`config.mk`:
```
export PLATFORM = sky130hd
export DESIGN_NAME = gs232c_jtb_ctl
export DESIGN_NICKNAME = d
export VERILOG_FILES = /design/src/rtl/gs232c_jtb_ctl.sv
export SDC_FILE = /design/constraint.sdc
export NUM_CORES = 1
export LEC_CHECK = 0
export BUFFER_PORTS_ARGS = -buffer_cell sky130_fd_sc_hd__buf_4
export CORE_UTILIZATION = 35
export CTS_CLUSTER_DIAMETER = 200
export DETAILED_ROUTE_END_ITERATION = 10
export GPL_TIMING_DRIVEN = 0
export PLACE_DENSITY_LB_ADDON = 0.1
export SYNTH_ARGS = -nofsm -noshare
export SYNTH_HDL_FRONTEND = slang
export SYNTH_SLANG_ARGS = --single-unit
export TNS_END_PERCENT = 20
```
`constraint.sdc`:
```
create_clock -name clock -period 6.95 [get_ports clock]
set_input_delay 0.3475 -clock clock [delete_from_list [all_inputs] [get_ports clock]]
set_output_delay 0.3475 -clock clock [all_outputs]
set_load 0.03 [all_outputs]
```
`src/rtl/gs232c_jtb_ctl.sv`:
```
// gs232c_jtb_ctl: single-port JTB SRAM controller. It arbitrates fetch-side
// lookups against queued retire-side training writes, forwards lookups from
// the training queue, and sweeps the array to invalid after reset.
module gs232c_jtb_ctl #(
    parameter int STARVE_MAX = 8
) (
    input  logic        clock,
    input  logic        reset,
    input  logic        lk_valid,
    input  logic [31:0] lk_pc,
    input  logic [63:0] lk_path,
    output logic        lk_ready,
    input  logic        lk_kill,
    output logic        lk_rvalid,
    output logic        lk_rhit,
    output logic [31:0] lk_rtarget,
    input  logic        tr_valid,
    input  logic [31:0] tr_pc,
    input  logic [63:0] tr_path,
    input  logic [31:0] tr_target,
    output logic        tr_ready,
    output logic        ram_en,
    output logic        ram_we,
    output logic [7:0]  ram_addr,
    output logic [38:0] ram_wdata,
    input  logic [38:0] ram_rdata
);
    localparam int SW = $clog2(STARVE_MAX + 1);

    typedef enum logic {INIT, RUN} state_t;

    typedef struct packed {
        logic [7:0]  idx;
        logic [7:0]  tag;
        logic [29:0] tgt;
    } entry_t;

    state_t          state;
    logic [7:0]      sc;
    entry_t          q [4];
    logic [1:0]      head;
    logic [1:0]      tail;
    logic [2:0]      count;
    logic [SW-1:0]   starve;
    logic            pend;
    logic [7:0]      pend_tag;
    logic            fwd_hit;
    logic [29:0]     fwd_tgt;

    logic            run;
    logic            forced;
    logic            lk_win;
    logic            wr_issue;
    logic            push;
    logic [7:0]      lk_idx;
    logic [7:0]      lk_tag;
    logic [7:0]      tr_idx;
    logic            m_hit;
    logic [29:0]     m_tgt;
    logic            rd_hit;

    // Index is the PC word bits XORed with all eight path-history bytes.
    function automatic logic [7:0] fold_idx(input logic [31:0] pc, input logic [63:0] path);
        logic [7:0] r;
        r = pc[9:2];
        for (int i = 0; i < 8; i++) begin
            r = r ^ path[i*8 +: 8];
        end
        return r;
    endfunction

    assign run      = (state == RUN) && !reset;
    assign forced   = run && (count != 3'd0) &&
                      ((count == 3'd4) || (starve == SW'(STARVE_MAX)));
    assign lk_ready = run && !forced;
    assign tr_ready = run && (count != 3'd4);
    assign lk_win   = lk_valid && lk_ready;
    assign wr_issue = run && (count != 3'd0) && (forced || !lk_win);
    assign push     = tr_valid && tr_ready;
    assign lk_idx   = fold_idx(lk_pc, lk_path);
    assign lk_tag   = lk_pc[17:10];
    assign tr_idx   = fold_idx(tr_pc, tr_path);

    // Queue search from oldest to youngest so the youngest match wins; the
    // entry being popped this cycle is still present and therefore compared.
    always_comb begin
        logic [1:0] slot;
        m_hit = 1'b0;
        m_tgt = '0;
        slot  = '0;
        for (int i = 0; i < 4; i++) begin
            slot = head + 2'(i);
            if ((3'(i) < count) && (q[slot].idx == lk_idx) && (q[slot].tag == lk_tag)) begin
                m_hit = 1'b1;
                m_tgt = q[slot].tgt;
            end
        end
    end

    // SRAM port mux: sweep in INIT, then write-head or lookup in RUN.
    always_comb begin
        ram_en    = 1'b0;
        ram_we    = 1'b0;
        ram_addr  = '0;
        ram_wdata = '0;
        if (!reset && (state == INIT)) begin
            ram_en   = 1'b1;
            ram_we   = 1'b1;
            ram_addr = sc;
        end else if (wr_issue) begin
            ram_en    = 1'b1;
            ram_we    = 1'b1;
            ram_addr  = q[head].idx;
            ram_wdata = {1'b1, q[head].tag, q[head].tgt};
        end else if (lk_win) begin
            ram_en   = 1'b1;
            ram_addr = lk_idx;
        end
    end

    // Response combines the registered forwarding result with the SRAM read.
    always_comb begin
        rd_hit     = ram_rdata[38] && (ram_rdata[37:30] == pend_tag);
        lk_rvalid  = pend && !lk_kill && !reset;
        lk_rhit    = lk_rvalid && (fwd_hit || rd_hit);
        lk_rtarget = '0;
        if (lk_rhit) begin
            lk_rtarget = fwd_hit ? {fwd_tgt, 2'b00} : {ram_rdata[29:0], 2'b00};
        end
    end

    // Control state: FSM, sweep counter, queue pointers, starvation, pending response.
    always_ff @(posedge clock) begin
        if (reset) begin
            state  <= INIT;
            sc     <= '0;
            head   <= '0;
            tail   <= '0;
            count  <= '0;
            starve <= '0;
            pend   <= 1'b0;
        end else begin
            case (state)
                INIT: begin
                    sc <= sc + 8'd1;
                    if (sc == 8'hFF) state <= RUN;
                end
                default: ;
            endcase
            pend <= lk_win;
            if (wr_issue) head <= head + 2'd1;
            if (push)     tail <= tail + 2'd1;
            case ({push, wr_issue})
                2'b10:   count <= count + 3'd1;
                2'b01:   count <= count - 3'd1;
                default: ;
            endcase
            if (wr_issue) begin
                starve <= '0;
            end else if (run && (count != 3'd0) && lk_win && (starve != SW'(STARVE_MAX))) begin
                starve <= starve + 1'b1;
            end
        end
    end

    // Datapath: queue entries and the lookup's captured tag/forward result.
    always_ff @(posedge clock) begin
        if (push) q[tail] <= '{idx: tr_idx, tag: tr_pc[17:10], tgt: tr_target[31:2]};
        if (lk_win) begin
            pend_tag <= lk_tag;
            fwd_hit  <= m_hit;
            fwd_tgt  <= m_tgt;
        end
    end

    logic unused_bits;
    assign unused_bits = ^{lk_pc[31:18], lk_pc[1:0], tr_pc[31:18], tr_pc[1:0], tr_target[1:0]};

endmodule

```
; After elaboration in Yosys (flattened, before gate mapping)
; Memory sizes are Yosys's and may differ from the RTL's. A register that Yosys moved wholly into a read port is not among the register bits.
; Cells that the tools add are included.
[totals]
reg_bits = 60
ram_bits = 184
inputBits = 268
out_inout_bits = 85
wordCells = 114
mem_count = 1
[memory_table]
columns = memory, words, width, rd, rd_ports_with_merged_regs, wr, line
row1 = q, 4, 46, 4, 1, 1, 40  ; entry_t q [4];
[classes]
add_sub_neg = 8
n_lt_le_gt_ge = 4
eq_ne = 16
muxes = 24
n_bitwise = 17
reduce_logical = 34
[op_table]
columns = op, n
row1 = 8-bit XOR, 16
row2 = 30-bit two-way mux, 4
row3 = 39-bit two-way mux, 2
row4 = 8-bit equality test, 9
row5 = 32-bit two-way mux, 2
row6 = 8-bit two-way mux, 3
row7 = 1-bit logical AND, 23
row8 = 1-bit two-way mux, 10
row9 = 8-bit by 1-bit adder with 8-bit output (second input constant), 1
row10 = 8-bit equality test (second input constant), 1
row11 = 1-bit by 3-bit less-than comparator with 1-bit output (first input constant), 2
row12 = 2-bit by 3-bit less-than comparator with 1-bit output (first input constant), 2
row13 = 3-bit one-hot mux with 2 select lines, 1
row14 = 2-bit by 1-bit adder with 2-bit output (second input constant), 2
row15 = 2-bit adder (second input constant), 2
row16 = 4-bit by 1-bit adder with 4-bit output (second input constant), 1
row17 = 4-bit equality test (second input constant), 1
row18 = 1-bit logical NOT, 4
row19 = 2-bit two-way mux, 2
row20 = 4-bit != test (second input constant), 1
row21 = 3-bit by 1-bit adder with 3-bit output (second input constant), 1
row22 = 3-bit equality test (second input constant), 1
row23 = 1-bit logical OR, 3
row24 = 3-bit != test (second input constant), 1
row25 = other kinds (8), 8

; Logic depth before layout (Yosys ltp)
; Gate-level depths: netlist (run 1).
[depth]
word_depth = 15
mapped_depth = 13
mapped_depth_nobuf = 10

; Worst setup path before layout (run 1)
; OpenSTA, ideal clock, no wires.
[synth_path]
path_kind = register to output
from = register count[0]
to = output ram_addr[0]
arrival_ps = 3651
t_required_ps = 6602
path_slack_ps = 2951
stages_incl_launch_ff = 8
path_buffers = 1
path_cell_list = dfxtp_1 inv_1 ha_1 a21oi_1 o211a_1 clkbuf_1 a222oi_1 inv_1
[synth_between]
elab_chain_len = 11
word_cells_on_any_way = 14
classes_between = eq/ne (1) / mux (3) / reduce/logical (10)
[synth_rtl]
columns = item, line
row1 = from (decl), 43  ; logic [2:0] count;
row2 = from (signal assigned), 154  ; 2'b10: count <= count + 3'd1;
row3 = from (signal assigned), 155  ; 2'b01: count <= count - 3'd1;
row4 = 3-bit equality test or 3-bit nonzero test (tied branches), "74, 73"
row5 = 1-bit logical OR or 1-bit logical AND (tied branches), "74, 73"
row6 = 1-bit logical AND *, 73  ; assign forced = run && (count != 3'd0) &&
row7 = 1-bit logical NOT *, 75  ; assign lk_ready = run && !forced;
row8 = 1-bit logical AND *, 75
row9 = 1-bit logical AND *, 77  ; assign lk_win = lk_valid && lk_ready;
row10 = via lk_win, 52  ; logic lk_win;
row11 = 1-bit logical NOT, 78  ; assign wr_issue = run && (count != 3'd0) && (forced || !lk_win);
row12 = 1-bit logical OR, 78
row13 = 1-bit logical AND, 78
row14 = 8-bit two-way mux *, 110  ; end else if (wr_issue) begin
row15 = 8-bit two-way mux *, 106  ; if (!reset && (state == INIT)) begin
row16 = to (decl), 24  ; output logic [7:0] ram_addr,
; The timed path passes the listed nets; every way through them passes the cells marked *.

; Worst setup path after layout (run 1)
[layout_path]
from = register head[1]
to = register fwd_tgt[26], data pin
[layout_between]
elab_chain_len = 8
word_cells_on_any_way = 19
classes_between = add/sub (3) / eq/ne (6) / mux (3) / reduce/logical (6) / memory (1)
[layout_rtl]
columns = item, line
row1 = from (decl), 41  ; logic [1:0] head;
row2 = from (signal assigned), 151  ; if (wr_issue) head <= head + 2'd1;
row3 = 2-bit by 1-bit adder with 2-bit output, 92  ; slot = head + 2'(i);
row4 = memory 4 x 46 bit *, -
row5 = 8-bit equality test, 93  ; if ((3'(i) < count) && (q[slot].idx == lk_idx) && (q[slot].tag == lk_tag)) begin
row6 = 1-bit logical AND (2 in a row), 93
row7 = 30-bit two-way mux (2 in a row), 93
row8 = 30-bit two-way mux *, 93
row9 = via m_tgt[26], 59  ; logic [29:0] m_tgt;
row10 = to (signal assigned), 172  ; fwd_tgt <= m_tgt;
row11 = to (decl), 48  ; logic [29:0] fwd_tgt;
; Marks and branches as above.
; A chain may end at the register's enable or synchronous reset.

==> results.yml, run 1 <==
synthesis:
  synthDistinctLibCells: 47
  ys_ff_latch: 246
  synth.cell_area_um2: 16900
  postSynth.asyncResetShare_pct: 0
  synth_top_flop_cell: "edfxtp_1"
  syn_inst: 1302
  yosysSeqAreaShare_pct: 42.35
  synth_warnings: 0
  synth_edf_count: 223
  avgSynthCellArea_um2: 12.98
global_routing:
  grt_pass1_wl_um: 82490
  grt-ovfl-total: 0
  track_usage_pct: 22.35
  grt_max_degree: 49
  antenna_found_initial: 2
  grt_pass1_vias: 13140
route:
  drt_first_pass_iters: 8
  vias: 13090
  drt_iter0_markers: 1169
  wl_um: 55740
  final_antenna_net_count: 0
  wl_per_cell_um: 23.83
  vias_per_cell: 5.596
  drcViolationCount: 0
clock_network:
  ctsResizeCount: 0
  post-cts-setup-buffers: 0
  cts_buffers: 30
  h-tree-depth: 1
  cts.clk_slew.worst_paths_ps: 60
  cts_tree: "built"
  hold_buffers: 46
  root_buffer: "clkbuf_16"
  cts_buffer_depth: 3
  clock_latency_ps: 610
  cts_sinks: 246
power:
  pwr-share-seq_pct: 39.7
  p_sw_mw: 1.057
  power.clock.fraction_pct: 40.5
  switching_share_pct: 25.64
  ir_drop_v: 0.0001700
  p_leak_nw: 7.764
  pwr-share-comb_pct: 19.8
  totalPowerFinal_mw: 4.122
  powerDensity_nw_per_um2: 190.1
  internal-power_mw: 3.065
critical_path:
  crit_slowest_cell: "clkbuf_1"
  cp-end-kind: "flop"
  path_common_cell: "buf_2"
  required_ps: 7230
  critPathMaxFanout: 10
  r2r_slack_ps: 2200
  cp_cell_sequence: "buf_2 -> buf_2 -> buf_2 -> clkbuf_1 -> mux4_2 -> xor2_1 -> nor4_1 -> nand4_1 -> clkbuf_1 -> o21ai_0 -> o22ai_1"
  slowest_delay_ps: 660
  crit_type: "flop to flop"
  cp.arrival_ps: 5030
  start_kind: "flop"
sta:
  finalClockSkew_ps: 32.99
  fin_tns_setup_ps: 0
  tightest_slew_ps: 1195
  slew_headroom_pct: 19.50
  maxSlewViolCount: 0
  period_minus_slack_ps: 4748
  hold_viol: 0
  rsz0062_at_grt: "false"
  timing.final.crit_share_pct: 68.31
  fmaxAchievable_mhz: 210.6
  setup_violations: 0
floorplan:
  dieArea_um2: 49160
  coreArea_um2: 47650
  fp.dieH_um: 221.7
  num_rows: 80
  io-pin-count: 353
  start_util_pct: 35.47
  die_x_um: 221.7
cells_and_area:
  nFillCells: 4369
  layout-drive-gt1-share_pct: 34.11
  antenna-diode-count: 0
  fin_nets: 1980
  multi_input_area_um2: 9176
  area_growth_pct: 28.31
  seq_area_um2: 7157
placed_design:
  portBuffers: 315
  gp_congestion: 0.8538
  dp_hpwl_um: 39640
flow_run:
  maxCapViolCount: 0
status:
  outcome: "finished clean"
min_path:
  holdCritPathClass: "primary input to flop"
[routing by layer]
metal | share of wire (%) | track usage (%)
met5 | 0.041 | 0
met3 | 7.1 | 4.188
met4 | 2.5 | 6.160
met2 | 46 | 34.62
met1 | 44 | 31.97
[logic make-up after synthesis]
family | share of synthesized area (%)
compound gates | 7.819
flops | 42.35
fa+ha+maj | 0.8885
simple gates | 8.900
xor+xnor | 14.10
mux | 22.39
other cells | 0.02219
buf+inv | 3.524
[state kept, by name (all words and copies together) (netlist names), named ones only]
name and cells:
fwd_hit 1, tail 2, q 184, state 1
pend 1, count 3, head 2, sc 8
starve 4, fwd_tgt 30, pend_tag 8
[metrics by stage]
stage / util (%) / setup slack [ps] / instance area (um^2) / hold slack (ps) / instances
final: 45.51 / 2202 / 21680 / 14.22 / 2339
after detailed placement: 42.33 / 2308 / 20170 / 506.9 / 2237
after CTS: 45.49 / 1904 / 21680 / 3.623 / 2339
after floorplan: - / 2951 / 16900 / 446.4 / 1303
after global placement: 42.05 / 1563 / 20040 / 483.9 / 2233
after global routing: 45.51 / 1880 / 21680 / 24.18 / 2339
[path summary, 6_finish.rpt]
check                           startpoint           to  cells after the start
worst max register to register     head[1]  fwd_tgt[26]                     11
worst min-delay path              lk_valid         pend                      2
worst min register to register     tail[1]      tail[1]                      2
worst max-delay path               head[1]  fwd_tgt[26]                     11
[cell type report]
cell class | count | area share (%)
Inverter | 20 | 0.3462
Sequential cell | 246 | 33.01
Multi-Input combinational cell | 920 | 42.32
Clock buffer | 36 | 3.566
Buffer | 117 | 2.418
Timing Repair Buffer | 365 | 13.54
Clock inverter | 20 | 1.252
Tap cell | 615 | 3.549
[layout by cell type, fill, tap and decap left out, types with 8 or more instances in the layout]
cell type	count
and2_1	34
xor2_1	51
a21oi_1	36
a221oi_2	29
mux4_2	119
buf_2	20
nand3_1	8
inv_1	20
buf_4	320
mux2_2	34
nor4_1	36
xnor2_1	110
clkbuf_1	79
ha_1	12
edfxtp_1	223
nand4_1	41
clkbuf_16	30
nand2_1	37
dlygate4sd3_1	46
o22ai_1	31
nor3_1	36
nor2_1	80
mux2i_1	72
a222oi_1	8
o21ai_0	66
xnor3_1	28
dfxtp_1	23
xor3_1	11
buf_1	13
[synthesized netlist by cell type (23+ instances only)]
library cell    n  area, um^2
nor2_1         80       300.3
dfxtp_1        23       460.4
o21ai_0        66       330.3
a221oi_2       29       435.4
mux4_2        119        2680
and2_1         34       212.7
nand2_1        37       138.9
edfxtp_1      223        6696
xor2_1         51       446.7
mux2_2         34       382.9
clkbuf_1       74       277.8
a21oi_1        36       180.2
nor4_1         37       231.5
nor3_1         36       180.2
mux2i_1        72       720.7
xnor3_1        28       630.6
o22ai_1        31       193.9
xnor2_1       110       963.4
nand4_1        41       256.5
[worst max-delay path: cells and delay by family (launching register included)]
| family | cells | cell delay (ps) |
|---|---|---|
| flip-flops | 1 | 320 |
| multiplexers | 1 | 600 |
| buffers and inverters | 5 | 2060 |
| AO/OA/AOI/OAI | 2 | 360 |
| XOR/XNOR | 1 | 150 |
| AND/OR/NAND/NOR | 2 | 950 |
[power by group through the flow]
stage               sequential (mW)  clock, mW  combinational, mW
floorplan                      1.67          0              0.506
detailed placement             1.67          0              0.795
global placement               1.67          0              0.783
CTS                            1.64       1.69              0.821
finish                         1.64       1.67              0.817
global route                   1.64       1.74              0.873
Power figures use the tool's default switching activity.
==> run 2, diff against run 1 <==
==> constraint.sdc (replaced) <==
create_clock -name clock -period 4.8 [get_ports clock]
set_input_delay 0.24 -clock clock [delete_from_list [all_inputs] [get_ports clock]]
set_output_delay 0.24 -clock clock [all_outputs]
set_load 0.03 [all_outputs]
==> run 2 against run 1 <==
- non-clock buffer count grew 3
- via count is essentially flat
- cell area grew 0.15%
- final cell count grew 0.13%
- wire length is essentially flat
- critical path type unchanged
- setup slack lost 1800 ps
- critical path depth grew 2
- clock power grew 44%
==> results.yml, run 2 (same netlist as run 1, synthesis figures left out) <==
global_routing:
  grt_pass1_wl_um: 82510
  antenna_found_initial: 2
  track_usage_pct: 22.35
  grt_max_degree: 49
  grt-ovfl-total: 0
  grt_pass1_vias: 13140
route:
  met2_length_um: 25500
  drt-met1-wl_um: 24810
  wl_um: 55720
  routed-wl-met3_um: 4007
  drt_iter0_markers: 1123
  drcViolationCount: 0
  vias_per_cell: 5.589
  drt_first_pass_iters: 7
  wl_per_cell_um: 23.79
  vias: 13090
  final_antenna_net_count: 0
  route.top_layer_used: "met5"
power:
  powerDensity_nw_per_um2: 274.9
  p_leak_nw: 7.780
  ir_drop_v: 0.0002456
critical_path:
  required_ps: 5080
  crit_slowest_cell: "mux4_2"
  critPathMaxFanout: 10
  cp.arrival_ps: 4710
  cp_cell_sequence: "buf_2 -> buf_2 -> buf_2 -> buf_2 -> mux4_2 -> xnor2_1 -> nand3_1 -> nor4_1 -> nand4_1 -> buf_4 -> clkbuf_1 -> o21ai_0 -> o22ai_1"
  crit_type: "flop to flop"
  worst-path-buf-inv: 6
  cp-end-kind: "flop"
  reg2reg_depth: 13
  path_common_cell: "buf_2"
  slowest_delay_ps: 570
  start_kind: "flop"
  cp.depth: 13
  cp_top_family: "buffers and inverters"
sta:
  hold_viol: 0
  setup_violations: 0
  fin_ws_ps: 372.4
  finalClockSkew_ps: 35.19
  slew_headroom_pct: 19.48
  rsz0062_at_grt: "false"
  hold_ws_ps: 94.21
  fmaxAchievable_mhz: 225.9
  timing.final.crit_share_pct: 92.24
  maxSlewViolCount: 0
  period_minus_slack_ps: 4428
  tightest_slew_ps: 1195
cells_and_area:
  reg.largest.list: "q: 184 flops, fwd_tgt: 30 flops"
  fin_nets: 1983
  regMostFlops: "q"
  largest_reg_flops: 184
  nFillCells: 4368
  fin_util_pct: 45.58
  multi_input_area_um2: 9180
  mostFrequentLayoutCells: "buf_4, edfxtp_1, mux4_2, xnor2_1, nor2_1"
  seq_area_um2: 7157
  antenna-diode-count: 0
  final_common_cell: "buf_4"
  area_growth_pct: 28.50
  fin_cells: 2342
  layout-drive-gt1-share_pct: 34.22
floorplan:
  die_x_um: 221.7
  num_rows: 80
  dieArea_um2: 49160
  coreArea_um2: 47650
  io-pin-count: 353
  fp.dieH_um: 221.7
  start_util_pct: 35.47
clock_network:
  h-tree-depth: 1
  cts_tree: "built"
  cts_buffers: 30
  cts.clk_slew.worst_paths_ps: 60
  root_buffer: "clkbuf_16"
  cts_sinks: 246
  cts_buffer_depth: 3
  clock_latency_ps: 610
min_path:
  holdCritPathClass: "primary input to flop"
  holdPathStages: 2
flow_run:
  maxCapViolCount: 0
status:
  outcome: "finished clean"
placed_design:
  place_inst: 2237
  preCtsSetupSlack_ps: 158.1
  dp_hpwl_um: 39640
  portBuffers: 315
  gp_congestion: 0.8538
-- run 2: area by class of cell --
| cell class | count | share of cell area [%] |
|---|---|---|
| Multi-Input combinational cell | 920 | 42.28 |
| Sequential cell | 246 | 32.96 |
| Timing Repair Buffer | 368 | 13.64 |
| Clock buffer | 36 | 3.561 |
| Tap cell | 615 | 3.544 |
| Buffer | 117 | 2.420 |
| Clock inverter | 20 | 1.250 |
| Inverter | 20 | 0.3457 |
-- run 2: repair_timing --
item,in CTS,in global routing
buffers inserted,0,1
pin swaps,0,1
setup endpoints to repair,11,32
endpoints found under the hold margin,162,0
resized for setup,1,4
hold buffers,48,0
-- run 2: worst paths after layout --
kind / endpoint / start / slack [ps]
setup / recovery: fwd_tgt[26] / head[1] / 370
hold / removal: count[1] / reset / 90
setup reg to reg: fwd_tgt[26] / head[1] / 370
hold reg to reg: tail[1] / tail[1] / 520
-- run 2: metal layers --
layer	track usage, %	vias up
met3	4.148	84
li1	-	5895
met1	31.98	6538
met2	34.64	568
met4	6.160	4
met5	0	-
-- run 2: through the flow --
step | area [um^2] | total power, mW | setup TNS, ps
5_1_grt | 21710 | 6.159 | 0
4_1_cts | 21700 | 6.012 | 0
6_report | 21710 | 5.969 | 0
3_3_place_gp | 20040 | 3.549 | -3426
2_1_floorplan | 16900 | 3.148 | 0
3_5_place_dp | 20170 | 3.567 | 0
-- run 2: report_power, final --
group          internal [mW]  total (mW)  switching (mW)
Sequential              2.37        2.37         0.00319
Combinational          0.601        1.18           0.583
Clock                   1.47        2.41           0.943
Total                   4.44        5.97            1.53
